===== config.mk =====
export PLATFORM = sky130hd
export DESIGN_NAME = alu_wb_flat
export DESIGN_NICKNAME = d
export VERILOG_FILES = /design/src/rtl/alu_wb_if.sv /design/src/rtl/alu_wb.sv /design/src/flat_wrapper.sv
export SDC_FILE = /design/constraint.sdc
export NUM_CORES = 1
export LEC_CHECK = 0
export BUFFER_PORTS_ARGS = -buffer_cell sky130_fd_sc_hd__buf_2
export CAP_MARGIN = 20
export CORE_AREA = 3 3 64 66
export CTS_CLUSTER_DIAMETER = 60
export CTS_CLUSTER_SIZE = 16
export DETAILED_ROUTE_END_ITERATION = 8
export DIE_AREA = 0 0 67 69
export PLACE_DENSITY_LB_ADDON = 0.2
export SLEW_MARGIN = 15
export SYNTH_ARGS = -nofsm -noshare
export SYNTH_HDL_FRONTEND = slang
export SYNTH_SLANG_ARGS = --single-unit

===== constraint.sdc =====
create_clock -name clk -period 1.15 [get_ports clk]
set_input_delay 0 -clock clk [delete_from_list [all_inputs] [get_ports clk]]
set_output_delay 0 -clock clk [all_outputs]
set_load 0.01 [all_outputs]

===== src/rtl/alu_wb_if.sv =====
// Issue, ALU and register-file write signals shared between decode, the ALU and alu_wb.
// The master side is the decode/ALU/RF environment; the slave side is alu_wb.
interface alu_wb_if #(
    parameter int RF_AW = 4
);
    logic             issue_valid;
    logic             issue_ready;
    logic [7:0]       issue_opcode;
    logic [RF_AW-1:0] issue_rd;

    logic [7:0]       alu_opcode;
    logic             alu_ci;
    logic [15:0]      alu_data;
    logic             alu_co;
    logic             alu_zo;
    logic             alu_no;

    logic             rf_we;
    logic [RF_AW-1:0] rf_waddr;
    logic [7:0]       rf_wdata;

    modport master (
        output issue_valid, issue_opcode, issue_rd,
        output alu_data, alu_co, alu_zo, alu_no,
        input  issue_ready, alu_opcode, alu_ci,
        input  rf_we, rf_waddr, rf_wdata
    );

    modport slave (
        input  issue_valid, issue_opcode, issue_rd,
        input  alu_data, alu_co, alu_zo, alu_no,
        output issue_ready, alu_opcode, alu_ci,
        output rf_we, rf_waddr, rf_wdata
    );
endinterface


===== src/rtl/alu_wb.sv =====
// Issue/writeback sequencer around the 2-cycle registered ALU: tracks ops, writes results, owns {C,Z,N}.
// Build option ALU_WB_CARRY_FWD_EN: forward alu_co into alu_ci so carry ops stall 1 cycle instead of 2.
module alu_wb #(
    parameter int               RF_AW       = 4,
    parameter logic [RF_AW-1:0] MUL_LO_ADDR = RF_AW'(0),
    parameter logic [RF_AW-1:0] MUL_HI_ADDR = RF_AW'(1),
    parameter logic [7:0]       NOP_OPCODE  = 8'hF0
) (
    input  logic        clk,
    input  logic        rst,
    alu_wb_if.slave     bus,
    output logic [2:0]  sreg,
    output logic        illegal_op,
    output logic        busy
);
    localparam logic [3:0] MUL_NIBBLE = 4'h3;

    function automatic logic op_legal(input logic [7:0] op);
        op_legal = (op[7] == 1'b0)
                || (op[7:4] == 4'b1000)
                || ((op[7:4] == 4'b1001) && (op[1:0] == 2'b00));
    endfunction

    // ADDC, SUBC, ROL, ROR
    function automatic logic op_uses_carry(input logic [7:0] op);
        op_uses_carry = (op[7:4] == 4'b0101)
                     || (op[7:4] == 4'b0111)
                     || ((op[7:4] == 4'b1000) && op[1]);
    endfunction

    function automatic logic op_is_mul(input logic [7:0] op);
        op_is_mul = (op[7:4] == MUL_NIBBLE);
    endfunction

    logic             fire;
    logic             carry_block;

    logic             vld_p1;
    logic             legal_p1;
    logic             mul_p1;
    logic [RF_AW-1:0] rd_p1;

    logic             vld_p2;
    logic             legal_p2;
    logic             mul_p2;
    logic [RF_AW-1:0] rd_p2;

    logic             hi_pend;
    logic [7:0]       hi_q;

    // Issue: handshake, carry interlock and ALU opcode/carry-in
    always_comb begin
`ifdef ALU_WB_CARRY_FWD_EN
        carry_block = vld_p1 && legal_p1;
`else
        carry_block = (vld_p1 && legal_p1) || (vld_p2 && legal_p2);
`endif
        bus.issue_ready = !(vld_p1 && mul_p1)
                       && !(op_uses_carry(bus.issue_opcode) && carry_block);
        fire = bus.issue_valid && bus.issue_ready;
        bus.alu_opcode = fire ? bus.issue_opcode : NOP_OPCODE;
`ifdef ALU_WB_CARRY_FWD_EN
        bus.alu_ci = (vld_p2 && legal_p2) ? bus.alu_co : sreg[2];
`else
        bus.alu_ci = sreg[2];
`endif
    end

    // Stage 1 / stage 2 control tags
    always_ff @(posedge clk or posedge rst) begin
        if (rst) begin
            vld_p1   <= 1'b0;
            legal_p1 <= 1'b0;
            mul_p1   <= 1'b0;
            vld_p2   <= 1'b0;
            legal_p2 <= 1'b0;
            mul_p2   <= 1'b0;
        end else begin
            vld_p1   <= fire;
            legal_p1 <= fire && op_legal(bus.issue_opcode);
            mul_p1   <= fire && op_is_mul(bus.issue_opcode);
            vld_p2   <= vld_p1;
            legal_p2 <= legal_p1;
            mul_p2   <= mul_p1;
        end
    end

    always_ff @(posedge clk) begin
        rd_p1 <= bus.issue_rd;
        rd_p2 <= rd_p1;
        if (vld_p2 && mul_p2)
            hi_q <= bus.alu_data[15:8];
    end

    // Writeback: stage 2 result or pending MULT high byte
    always_ff @(posedge clk or posedge rst) begin
        if (rst) begin
            bus.rf_we    <= 1'b0;
            bus.rf_waddr <= '0;
            bus.rf_wdata <= '0;
            sreg         <= 3'b000;
            illegal_op   <= 1'b0;
            hi_pend      <= 1'b0;
        end else begin
            bus.rf_we  <= 1'b0;
            illegal_op <= 1'b0;
            hi_pend    <= 1'b0;
            if (hi_pend) begin
                bus.rf_we    <= 1'b1;
                bus.rf_waddr <= MUL_HI_ADDR;
                bus.rf_wdata <= hi_q;
            end else if (vld_p2 && legal_p2) begin
                bus.rf_we    <= 1'b1;
                bus.rf_waddr <= mul_p2 ? MUL_LO_ADDR : rd_p2;
                bus.rf_wdata <= bus.alu_data[7:0];
                sreg         <= {bus.alu_co, bus.alu_zo, bus.alu_no};
                hi_pend      <= mul_p2;
            end else if (vld_p2) begin
                illegal_op <= 1'b1;
            end
        end
    end

    assign busy = vld_p1 || vld_p2 || hi_pend;
endmodule


===== src/flat_wrapper.sv =====
// flat-port wrapper written by rule: the top's interface ports become plain ports
module alu_wb_flat 
#(
    parameter int               RF_AW       = 4,
    parameter logic [RF_AW-1:0] MUL_LO_ADDR = RF_AW'(0),
    parameter logic [RF_AW-1:0] MUL_HI_ADDR = RF_AW'(1),
    parameter logic [7:0]       NOP_OPCODE  = 8'hF0
)
  (clk, rst, sreg, illegal_op, busy, bus_issue_valid, bus_issue_opcode, bus_issue_rd, bus_alu_data, bus_alu_co, bus_alu_zo, bus_alu_no, bus_issue_ready, bus_alu_opcode, bus_alu_ci, bus_rf_we, bus_rf_waddr, bus_rf_wdata);
  alu_wb_if #(.RF_AW(RF_AW)) bus_i ();
  input  logic clk;
  input  logic rst;
  output logic [2:0] sreg;
  output logic illegal_op;
  output logic busy;
  input wire logic [$bits(bus_i.issue_valid)-1:0] bus_issue_valid;
  input wire logic [$bits(bus_i.issue_opcode)-1:0] bus_issue_opcode;
  input wire logic [$bits(bus_i.issue_rd)-1:0] bus_issue_rd;
  input wire logic [$bits(bus_i.alu_data)-1:0] bus_alu_data;
  input wire logic [$bits(bus_i.alu_co)-1:0] bus_alu_co;
  input wire logic [$bits(bus_i.alu_zo)-1:0] bus_alu_zo;
  input wire logic [$bits(bus_i.alu_no)-1:0] bus_alu_no;
  output wire logic [$bits(bus_i.issue_ready)-1:0] bus_issue_ready;
  output wire logic [$bits(bus_i.alu_opcode)-1:0] bus_alu_opcode;
  output wire logic [$bits(bus_i.alu_ci)-1:0] bus_alu_ci;
  output wire logic [$bits(bus_i.rf_we)-1:0] bus_rf_we;
  output wire logic [$bits(bus_i.rf_waddr)-1:0] bus_rf_waddr;
  output wire logic [$bits(bus_i.rf_wdata)-1:0] bus_rf_wdata;
  assign bus_i.issue_valid = bus_issue_valid;
  assign bus_i.issue_opcode = bus_issue_opcode;
  assign bus_i.issue_rd = bus_issue_rd;
  assign bus_i.alu_data = bus_alu_data;
  assign bus_i.alu_co = bus_alu_co;
  assign bus_i.alu_zo = bus_alu_zo;
  assign bus_i.alu_no = bus_alu_no;
  assign bus_issue_ready = bus_i.issue_ready;
  assign bus_alu_opcode = bus_i.alu_opcode;
  assign bus_alu_ci = bus_i.alu_ci;
  assign bus_rf_we = bus_i.rf_we;
  assign bus_rf_waddr = bus_i.rf_waddr;
  assign bus_rf_wdata = bus_i.rf_wdata;
  alu_wb #(.RF_AW(RF_AW), .MUL_LO_ADDR(MUL_LO_ADDR), .MUL_HI_ADDR(MUL_HI_ADDR), .NOP_OPCODE(NOP_OPCODE)) u_core (.clk(clk), .rst(rst), .bus(bus_i), .sreg(sreg), .illegal_op(illegal_op), .busy(busy));
endmodule

==> results of run 1 <==
-- Yosys cell counts (all sizes together) --
library cell   n
a211oi         1
a21bo          1
a21oi          3
a22o           3
a22oi          2
and2           1
buf            3
clkbuf         1
dfrtp         24
dfxtp          8
edfxtp         8
inv            5
mux2           3
mux2i          8
nand2         10
nand3b         3
nor2           4
nor3           1
nor3b          5
nor4b          1
o21ai          9
o21bai         1
o41ai          1
or3            5
-- sequential cells by signal, indices dropped and copies added, names as in the netlist, 3 cells and up --
| register | flops |
|---|---|
| u_core.hi_q | 8 |
| u_core.sreg | 3 |
| u_core.rd_p1 | 4 |
| u_core.rd_p2 | 4 |
| u_core.bus.rf_waddr | 4 |
| u_core.bus.rf_wdata | 8 |
-- worst min-delay path by stage --
stage | slack, ps | depth (start not counted) | start | end
2_1_floorplan | 10 | 1 | rst | u_core.bus.rf_waddr[0]
3_3_place_gp | 60 | 3 | rst | u_core.bus.rf_wdata[1]
3_5_place_dp | 60 | 3 | rst | u_core.bus.rf_wdata[2]
4_1_cts | 2 | 3 | bus_alu_data[4] | u_core.bus.rf_wdata[4]
5_1_grt | 0.4 | 3 | bus_alu_data[5] | u_core.bus.rf_wdata[5]
6_report | -10 | 3 | bus_alu_data[4] | u_core.bus.rf_wdata[4]
-- layer usage --
metal | track usage | share of wire
met1 | 0.186 | 0.41
met2 | 0.260 | 0.50
met3 | 0.0570 | 0.071
met4 | 0.0631 | 0.016
met5 | 0 | 0
-- kinds of logic after synthesis --
| family | Yosys count |
|---|---|
| AOI/OAI and AO/OA | 21 |
| DFF | 40 |
| buffers and inverters | 9 |
| muxes | 11 |
| and+or+nand+nor | 30 |
-- repair_timing --
item | CTS | global route
gates resized for setup | 17 | 41
pin swaps | 3 | 18
cloned | 2 | 0
hold buffers | 22 | 0
setup endpoints to repair | 36 | 37
buffers inserted | 6 | 5
hold endpoints to repair | 44 | 0
-- layout make-up --
class	count	area, µm²	share of cell area
clock inverters	2	35.0	0.0138
clock buffers	6	72.6	0.0287
multi-input cells	62	566	0.224
repair buffers	106	774	0.306
inverters	5	18.8	0.00742
well taps	48	60.1	0.0237
flip-flops and latches	40	1000	0.397
-- critical path, cell delays in order (launching register included) --
cell and delay [ps]:
dfrtp_2 440, a22oi_4 250, buf_6 140, o21bai_4 90
or3_4 330, buf_6 130
-- through the flow --
step           utilization  total power (µW)  setup WS (ps)  cell area (µm²)  instances
3_5_place_dp         0.538              2230           -222             1960        230
4_1_cts              0.655              3430           -514             2380        266
6_report             0.696              3510           -496             2530        269
5_1_grt              0.696              3700           -553             2530        269
2_1_floorplan            -              1950          -15.4             1510        111
3_3_place_gp         0.538              2210           -146             1960        230
-- power groups by stage --
stage / Clock [µW] / Combinational [µW] / Sequential, µW
global route: 1190 / 810 / 1700
finish: 1090 / 736 / 1680
floorplan: 0 / 206 / 1750
global placement: 0 / 525 / 1680
CTS: 1130 / 639 / 1670
detailed placement: 0 / 536 / 1690
-- placed cells by master, fill, tap and decap left out, types with 5 or more instances in the layout --
master | synthesis | final
buf_2 | 2 | 58
dlygate4sd3_1 | 0 | 22
dfrtp_1 | 24 | 22
buf_4 | 1 | 13
buf_6 | 0 | 9
mux2i_1 | 8 | 8
edfxtp_1 | 8 | 8
dfxtp_1 | 8 | 8
nand2_2 | 0 | 5
o21ai_2 | 0 | 5
clkbuf_8 | 0 | 5
==> metrics.md, run 1 <==
| Metric | Value |
|---|---|
| Relative slew slack | 0.722 |
| Sw Ratio | 0.245 |
| Total negative setup slack | -5170 ps |
| Final hold violation count | 1 |
| Combinational power share | 0.210 |
| Cell row count | 22 |
| I/O pins | 62 |
| Congestion Overflow GR | 0 |
| Vias | 1,239 |
| Vias/cell | 4.61 |
| CTS Sinks | 40 |
| H-tree Lvls | 2 |
| Post-synthesis mux area share | 0.0761 |
| Reg2reg setup slack | -110 ps |
| Startpoint types | register |
| Worst EP required | 1150 ps |
| Endpoints failing setup | 25 |
| Int Pwr | 2650 µW |
| P_sw | 861 µW |
| Area Growth Syn to Fin | 69.1% |
| Post-synthesis compound-gate area fraction | 0.107 |
| Post-Route WL | 3430 µm |
| ANT nets after route | 0 |
| Chip Width | 67 µm |
| CTS tree | done |
| Fin nets | 254 |
| Final period util | 1.43 |
| Status | finished with violations |
| CTS clk-pin slew, worst paths | 80 ps |
| Cell Area, Synth | 0.00150 mm² |
| Largest family of logic cells by synthesized area | simple AND/OR/NAND/NOR gates |
| Max Slew Vio Count | 0 |
| CP endpoint kind | primary output |
| Largest net degree at the start of global routing | 25 |
| Seq cells post-synth | 40 |
| DIE AREA | 0.00462 mm² |
| Worst-Margin Slew | 415 ps |
| Initial drt markers | 66 |
| Max clock buf depth | 2 |
| Fillers | 288 |
| TritonCTS buffer count | 5 |
| Clock Latency Late Sink | 280 ps |
| CTS root buf | clkbuf_8 |
| CP Class | register to primary output |
| Synth Instances | 111 |
| Area share of the largest cell type after synthesis | 0.401 |
| Post-DR wirelength/cell | 12.8 µm |
| Syn_area_per_cell | 13.5 µm² |
| Fraction of the mapped netlist area in adder cells | 0 |
| Final worst setup slack | -496 ps |
| Register-to-Register Path Depth | 5 |
| Worst reg2reg startpoint | u_core.vld_p1 |
| Max_cap viols | 0 |
| Flop pwr share | 0.479 |
| CORE AREA | 0.00363 mm² |
| Starting Density | 0.412 |
| F_max | 607 MHz |
| Post-Synth XOR/XNOR Area | 0 |
| Crit Path Max Fanout | 6 |
| Failing checks | negative hold slack, negative setup slack |
| Leakage power | 0.00119 µW |
| Clock period minus worst slack | 1650 ps |
| Worst hold slack | -13.0 ps |
| Drt drc | 0 |
| Dominant cells by area after synthesis | dfrtp_1 (40%), edfxtp_1 (16%), dfxtp_1 (11%), mux2i_1 (5.4%), o21ai_0 (3.0%) |
| Yosys warns | 0 |
| Mapped Nets | 145 |
| GP Congestion | 0.724 |
| Termination of the worst setup path | bus_alu_opcode[5] |
| # diodes | 0 |
| Seq/Total Area, Yosys | 0.669 |
| Clock power frac | 0.311 |
| Pre-Repair DR Iteration Count | 4 |
| Initial antenna violation count | 0 |
| Proportion of layout cells with a drive suffix above 1 | 0.566 |
| Vias in the first global route | 1,222 |
| Final setup skew | 5.84 ps |
| Critical path arrival | 1650 ps |
| R2r endpoint | u_core.legal_p1 |
| Synth area leader | dfrtp_1 |
| Synth unique cells | 27 |
| Die height | 69 µm |
| I/O Buffers | 61 |
| RSZ-0062 raised after global routing | yes |
| Power Density | 1390 mW/mm² |
| Post-Synth Simple-Gate Area | 0.121 |
| First-pass GRT wire length | 5610 µm |
| Hpwl dp | 2220 µm |
| Max rail drop VDD | 0.000961 V |
| Hold Crit Class | input pin to register |
| Tot GR Track Use | 0.159 |
| Critical Path Source | u_core.vld_p1 |
Power figures use the tool's default switching activity.
==> run 2: changes to the inputs <==
==> constraint.sdc (replaced) <==
create_clock -name clk -period 1.15 [get_ports clk]
set_input_delay 0.115 -clock clk [delete_from_list [all_inputs] [get_ports clk]]
set_output_delay 0.115 -clock clk [all_outputs]
set_load 0.01 [all_outputs]
==> run 2 against run 1 <==
- the flow finishes with violations (negative setup slack)
- hold slack improved by 66 ps
- critical endpoint unchanged
- highest routed layer unchanged
- clock skew rose by 0.91 ps
- wire length rose by 3.0%
- core utilization fell by 2.8 points
- clock-buffer cell count fell by 1
- final area fell by 4.1%
- combinational power fell by 5.8%
==> metrics.md, run 2 (synthesis gave the netlist of run 1 again) <==
| Metric | Value |
|---|---|
| Cell row count | 22 |
| CTS tree | done |
| Hpwl dp | 2310 µm |
| Vias/cell | 4.69 |
| Commonest non-fill, non-tap cell in the layout | buf_2 |
| R2r endpoint | u_core.legal_p1 |
| Chip Width | 67 µm |
| CTS clk-pin slew, worst paths | 80 ps |
| Power Density | 1430 mW/mm² |
| Pwr Total | 3470 µW |
| Non-Filler Cell Area, Final | 0.00243 mm² |
| Fin nets | 248 |
| CORE AREA | 0.00363 mm² |
| Final period util | 1.51 |
| CP Class | register to primary output |
| RSZ-0062 raised after global routing | yes |
| Reg2reg setup slack | -220 ps |
| Critical path arrival | 1620 ps |
| Worst EP required | 1030 ps |
| DIE AREA | 0.00462 mm² |
| F_max | 577 MHz |
| Status | finished with violations |
| Top Registers | u_core.bus.rf_wdata: 8 flops, u_core.hi_q: 8 flops |
| Flop pwr share | 0.482 |
| Crit Path Max Fanout | 5 |
| Relative slew slack | 0.750 |
| CTS root buf | clkbuf_8 |
| Int Pwr | 2600 µW |
| H-tree Lvls | 2 |
| Hold depth | 2 |
| Leakage power | 0.00116 µW |
| Worst-Margin Slew | 371 ps |
| Hold Crit Class | input pin to register |
| Final setup skew | 6.76 ps |
| Clock power frac | 0.318 |
| Die height | 69 µm |
| Worst hold slack | 53.2 ps |
| Starting Density | 0.412 |
| DP Area | 0.00195 mm² |
| Post-Route WL | 3530 µm |
| Largest net degree at the start of global routing | 25 |
| Congestion Overflow GR | 0 |
| Vias | 1,233 |
| GP Congestion | 0.730 |
| Final worst setup slack | -582 ps |
| TritonCTS buffer count | 5 |
| Tot GR Track Use | 0.163 |
| Proportion of layout cells with a drive suffix above 1 | 0.558 |
| CP endpoint kind | primary output |
| Sw Ratio | 0.250 |
| Fin util | 0.668 |
| # diodes | 0 |
| Register-to-Register Path Depth | 5 |
| Hold Startpoint | bus_alu_zo |
| Area Growth Syn to Fin | 62.2% |
| Initial antenna violation count | 0 |
| I/O Buffers | 61 |
| Final hold violation count | 0 |
| Most frequent cells in the layout | buf_2 (58), dfrtp_1 (23), buf_4 (17) |
| Vias in the first global route | 1,258 |
| Combinational power share | 0.200 |
| Endpoints failing setup | 28 |
| Clock Latency Late Sink | 290 ps |
| Pre-Repair DR Iteration Count | 4 |
| Max Slew Vio Count | 0 |
| Post-DR wirelength/cell | 13.4 µm |
| CTS Sinks | 40 |
| Max_cap viols | 0 |
| Max rail drop VDD | 0.000800 V |
| I/O pins | 62 |
| Initial drt markers | 40 |
| ANT nets after route | 0 |
| Max clock buf depth | 2 |
| First-pass GRT wire length | 5670 µm |
| Clock period minus worst slack | 1730 ps |
| Worst reg2reg startpoint | u_core.legal_p2 |
| Hold Crit Endpoint | u_core.sreg[1] |
| Startpoint types | register |
| Fillers | 299 |
| Drt drc | 0 |
| Failing checks | negative setup slack |
| P_sw | 867 µW |
[run 2: layer usage]
layer  part of all wire  track usage  vias to the layer above
met4              0.025       0.0766                        0
met1               0.37        0.191                      569
met5                  0            0                        -
met2               0.53        0.274                       50
met3              0.071       0.0358                       10
li1                   -            -                      604
[run 2: repair_timing]
action	4_1_cts	5_1_grt
buffers inserted	8	3
hold buffers	12	1
gates resized for setup	23	22
setup endpoints to repair	26	27
gates cloned	3	0
pin swaps	4	6
endpoints found under the hold margin	35	1
[run 2: metrics by stage]
stage	std cells	setup slack, ps	setup TNS (ps)
after floorplan	111	-130	-884
after global placement	229	-257	-2400
after detailed placement	229	-308	-3310
after CTS	259	-605	-6110
after global routing	263	-638	-8770
final	263	-582	-7190
[run 2: worst max path at each step]
stage	slack, ps	start	to	cells past startpoint
6_report	-580	u_core.vld_p1	bus_alu_opcode[5]	4
5_1_grt	-640	u_core.vld_p1	bus_alu_opcode[5]	4
4_1_cts	-610	u_core.vld_p1	bus_alu_opcode[5]	4
3_5_place_dp	-310	u_core.vld_p1	bus_alu_opcode[7]	4
3_3_place_gp	-260	u_core.vld_p1	bus_alu_opcode[5]	4
2_1_floorplan	-130	u_core.vld_p1	bus_alu_opcode[5]	3
[run 2: area by class of cell]
| class | count | area (µm²) | area share |
|---|---|---|---|
| inverter | 5 | 18.8 | 0.00773 |
| timing repair buffer | 99 | 672 | 0.277 |
| clock buffer | 5 | 68.8 | 0.0284 |
| multi-input combinational | 63 | 564 | 0.232 |
| tap | 48 | 60.1 | 0.0247 |
| sequential | 40 | 1000 | 0.413 |
| clock inverter | 3 | 41.3 | 0.0170 |
[run 2: worst max-delay path, cell delays in order, from the launching register on]
cell and delay (ps):
dfrtp_2 440, a22oi_4 280, nor4b_4 100, or3_4 380, buf_6 130
[run 2: power groups by stage]
stage          combinational, µW  clock, µW  sequential (µW)
4_1_cts                      643       1150             1670
5_1_grt                      759       1210             1690
6_report                     693       1110             1670
2_1_floorplan                206          0             1750
3_3_place_gp                 521          0             1680
3_5_place_dp                 534          0             1690
==> run 3: changes to the inputs <==
- clock period: 1.15 -> 1.5 ns (I/O delays scaled with it)
==> run 3 against run 2 <==
- the run still ends with negative setup slack left
- final area fell by 13%
- sequential share of layout area is 6.0 points higher
- global-route usage decreased by 2.1 points
- combinational power is 40% lower
- non-clock buffer count fell by 20
- power shrank 27%
- critical path depth up 1
- sequential power is 24% lower
- wire length shrank 12%
- setup slack better by 250 ps
- clock power is 24% lower
- clock-buffer cell count is 1 higher
- critical path type unchanged
- largest power group unchanged
==> metrics.md, run 3 (synthesis gave the netlist of run 1 again) <==
| Metric | Value |
|---|---|
| Startpoint types | register |
| Hold Crit Class | input pin to register |
| DIE AREA | 0.00462 mm² |
| Post-Route WL | 3100 µm |
| I/O pins | 62 |
| Max_cap viols | 0 |
| Drt drc | 0 |
| I/O Buffers | 61 |
| Status | finished with violations |
| Initial antenna violation count | 0 |
| Failing checks | negative setup slack |
| Final hold violation count | 0 |
| Hold Crit Endpoint | u_core.hi_q[7] |
| Proportion of layout cells with a drive suffix above 1 | 0.474 |
| Relative slew slack | 0.726 |
| Total negative setup slack | -2010 ps |
| Starting Density | 0.412 |
| Worst EP required | 1350 ps |
| Max Slew Vio Count | 0 |
| Initial drt markers | 32 |
| Final setup skew | 8.37 ps |
| Max rail drop VDD | 0.000614 V |
| Pre-Repair DR Iteration Count | 3 |
| Cell row count | 22 |
| Area Growth Syn to Fin | 41.7% |
| WP buf/inv | 2 |
| Tot GR Track Use | 0.142 |
| Final worst setup slack | -329 ps |
| Clock period minus worst slack | 1830 ps |
| Leakage power | 0.00101 µW |
| Final period util | 1.22 |
| Die height | 69 µm |
| Clock Latency Late Sink | 290 ps |
| Endpoints failing setup | 9 |
| Crit path largest cell delay | 440 ps |
| Reg2reg setup slack | 160 ps |
| CTS root buf | clkbuf_8 |
| Register-to-Register Path Depth | 5 |
| Top Registers | u_core.bus.rf_wdata: 8 flops, u_core.hi_q: 8 flops |
| Crit path max-delay cell type | dfrtp_2 |
| Commonest non-fill, non-tap cell in the layout | buf_2 |
| ANT nets after route | 0 |
| Worst slack at placement | 25.2 ps |
| Power Density | 1190 mW/mm² |
| Hpwl dp | 2220 µm |
| Vias | 1,127 |
| F_max | 547 MHz |
| RSZ-0062 raised after global routing | yes |
| Hold depth | 1 |
| CORE AREA | 0.00363 mm² |
| Chip Width | 67 µm |
| Most frequent cells in the layout | buf_2 (61), dfrtp_1 (22), nand2_1 (10) |
| CTS clk-pin slew, worst paths | 80 ps |
| H-tree Lvls | 2 |
| Largest net degree at the start of global routing | 22 |
| Critical path depth | 5 |
| Critical path arrival | 1680 ps |
| Hold Startpoint | bus_alu_data[15] |
| Max clock buf depth | 2 |
| Crit Path Max Fanout | 5 |
| CTS tree | done |
| CP Class | register to primary output |
| CP delay by family, top | flip-flops |
| GP Congestion | 0.750 |
| CP endpoint kind | primary output |
| Fin nets | 227 |
| First-pass GRT wire length | 4870 µm |
| Worst reg2reg startpoint | u_core.vld_p1 |
| TritonCTS buffer count | 5 |
| Worst-Margin Slew | 405 ps |
| CP Cell Sequence | a22oi_4, nor4b_4, buf_6, or3_1, buf_2 |
| Vias in the first global route | 1,065 |
| Post-DR wirelength/cell | 12.8 µm |
| # diodes | 0 |
| R2r endpoint | u_core.legal_p1 |
| Vias/cell | 4.66 |
| CTS Sinks | 40 |
| Congestion Overflow GR | 0 |
-- run 3: routing by layer --
layer  vias up  GRT usage  share of wire  wire [µm]
met2        48      0.226           0.49       1510
li1        555          -              -          -
met5         -          0              0          0
met3         7     0.0407          0.080        249
met4         0     0.0743          0.019         60
met1       517      0.169           0.41       1270
-- run 3: worst max path at each step --
stage | start | end
3_3_place_gp | u_core.vld_p1 | bus_alu_opcode[7]
3_5_place_dp | u_core.vld_p1 | bus_alu_opcode[5]
4_1_cts | u_core.vld_p1 | bus_alu_opcode[5]
2_1_floorplan | u_core.vld_p1 | bus_alu_opcode[5]
6_report | u_core.vld_p1 | bus_alu_opcode[5]
5_1_grt | u_core.vld_p1 | bus_alu_opcode[5]
-- run 3: final cells by class --
cell class | count | area (µm²)
Clock inverter | 2 | 35.0
Tap cell | 48 | 60.1
Fill cell | 346 | 1510
Timing Repair Buffer | 79 | 472
Clock buffer | 6 | 72.6
Inverter | 5 | 18.8
Multi-Input combinational cell | 62 | 459
Sequential cell | 40 | 1000
-- run 3: repair_timing --
| action | in CTS | in global routing |
|---|---|---|
| pin swaps | 2 | 3 |
| hold buffers | 5 | 0 |
| endpoints found under the hold margin | 13 | 0 |
| setup endpoints to repair | 10 | 10 |
| gates cloned | 0 | 1 |
| resized for setup | 0 | 8 |
| buffers inserted | 3 | 5 |
-- run 3: per-stage QoR --
stage / std cells / instance area, µm² / power (µW) / utilization / hold WS [ps]
2_1_floorplan: 111 / 1500 / 1500 / - / 165
3_3_place_gp: 220 / 1870 / 1670 / 0.515 / 136
3_5_place_dp: 220 / 1870 / 1690 / 0.515 / 150
4_1_cts: 236 / 2050 / 2550 / 0.564 / 21.9
5_1_grt: 242 / 2120 / 2670 / 0.584 / 10.1
6_report: 242 / 2120 / 2530 / 0.584 / 28.9
-- run 3: report_power, final --
group          total [µW]  switching (µW)  internal, µW
clock                 840             347           493
combinational         416             205           212
sequential           1270            56.9          1220
-- run 3: worst reg2reg max path: cells and delay by family, from the launching register on --
family                 cells  cell delay [ps]
AOI/OAI and AO/OA          3              530
buffers and inverters      2              280
DFF                        1              440
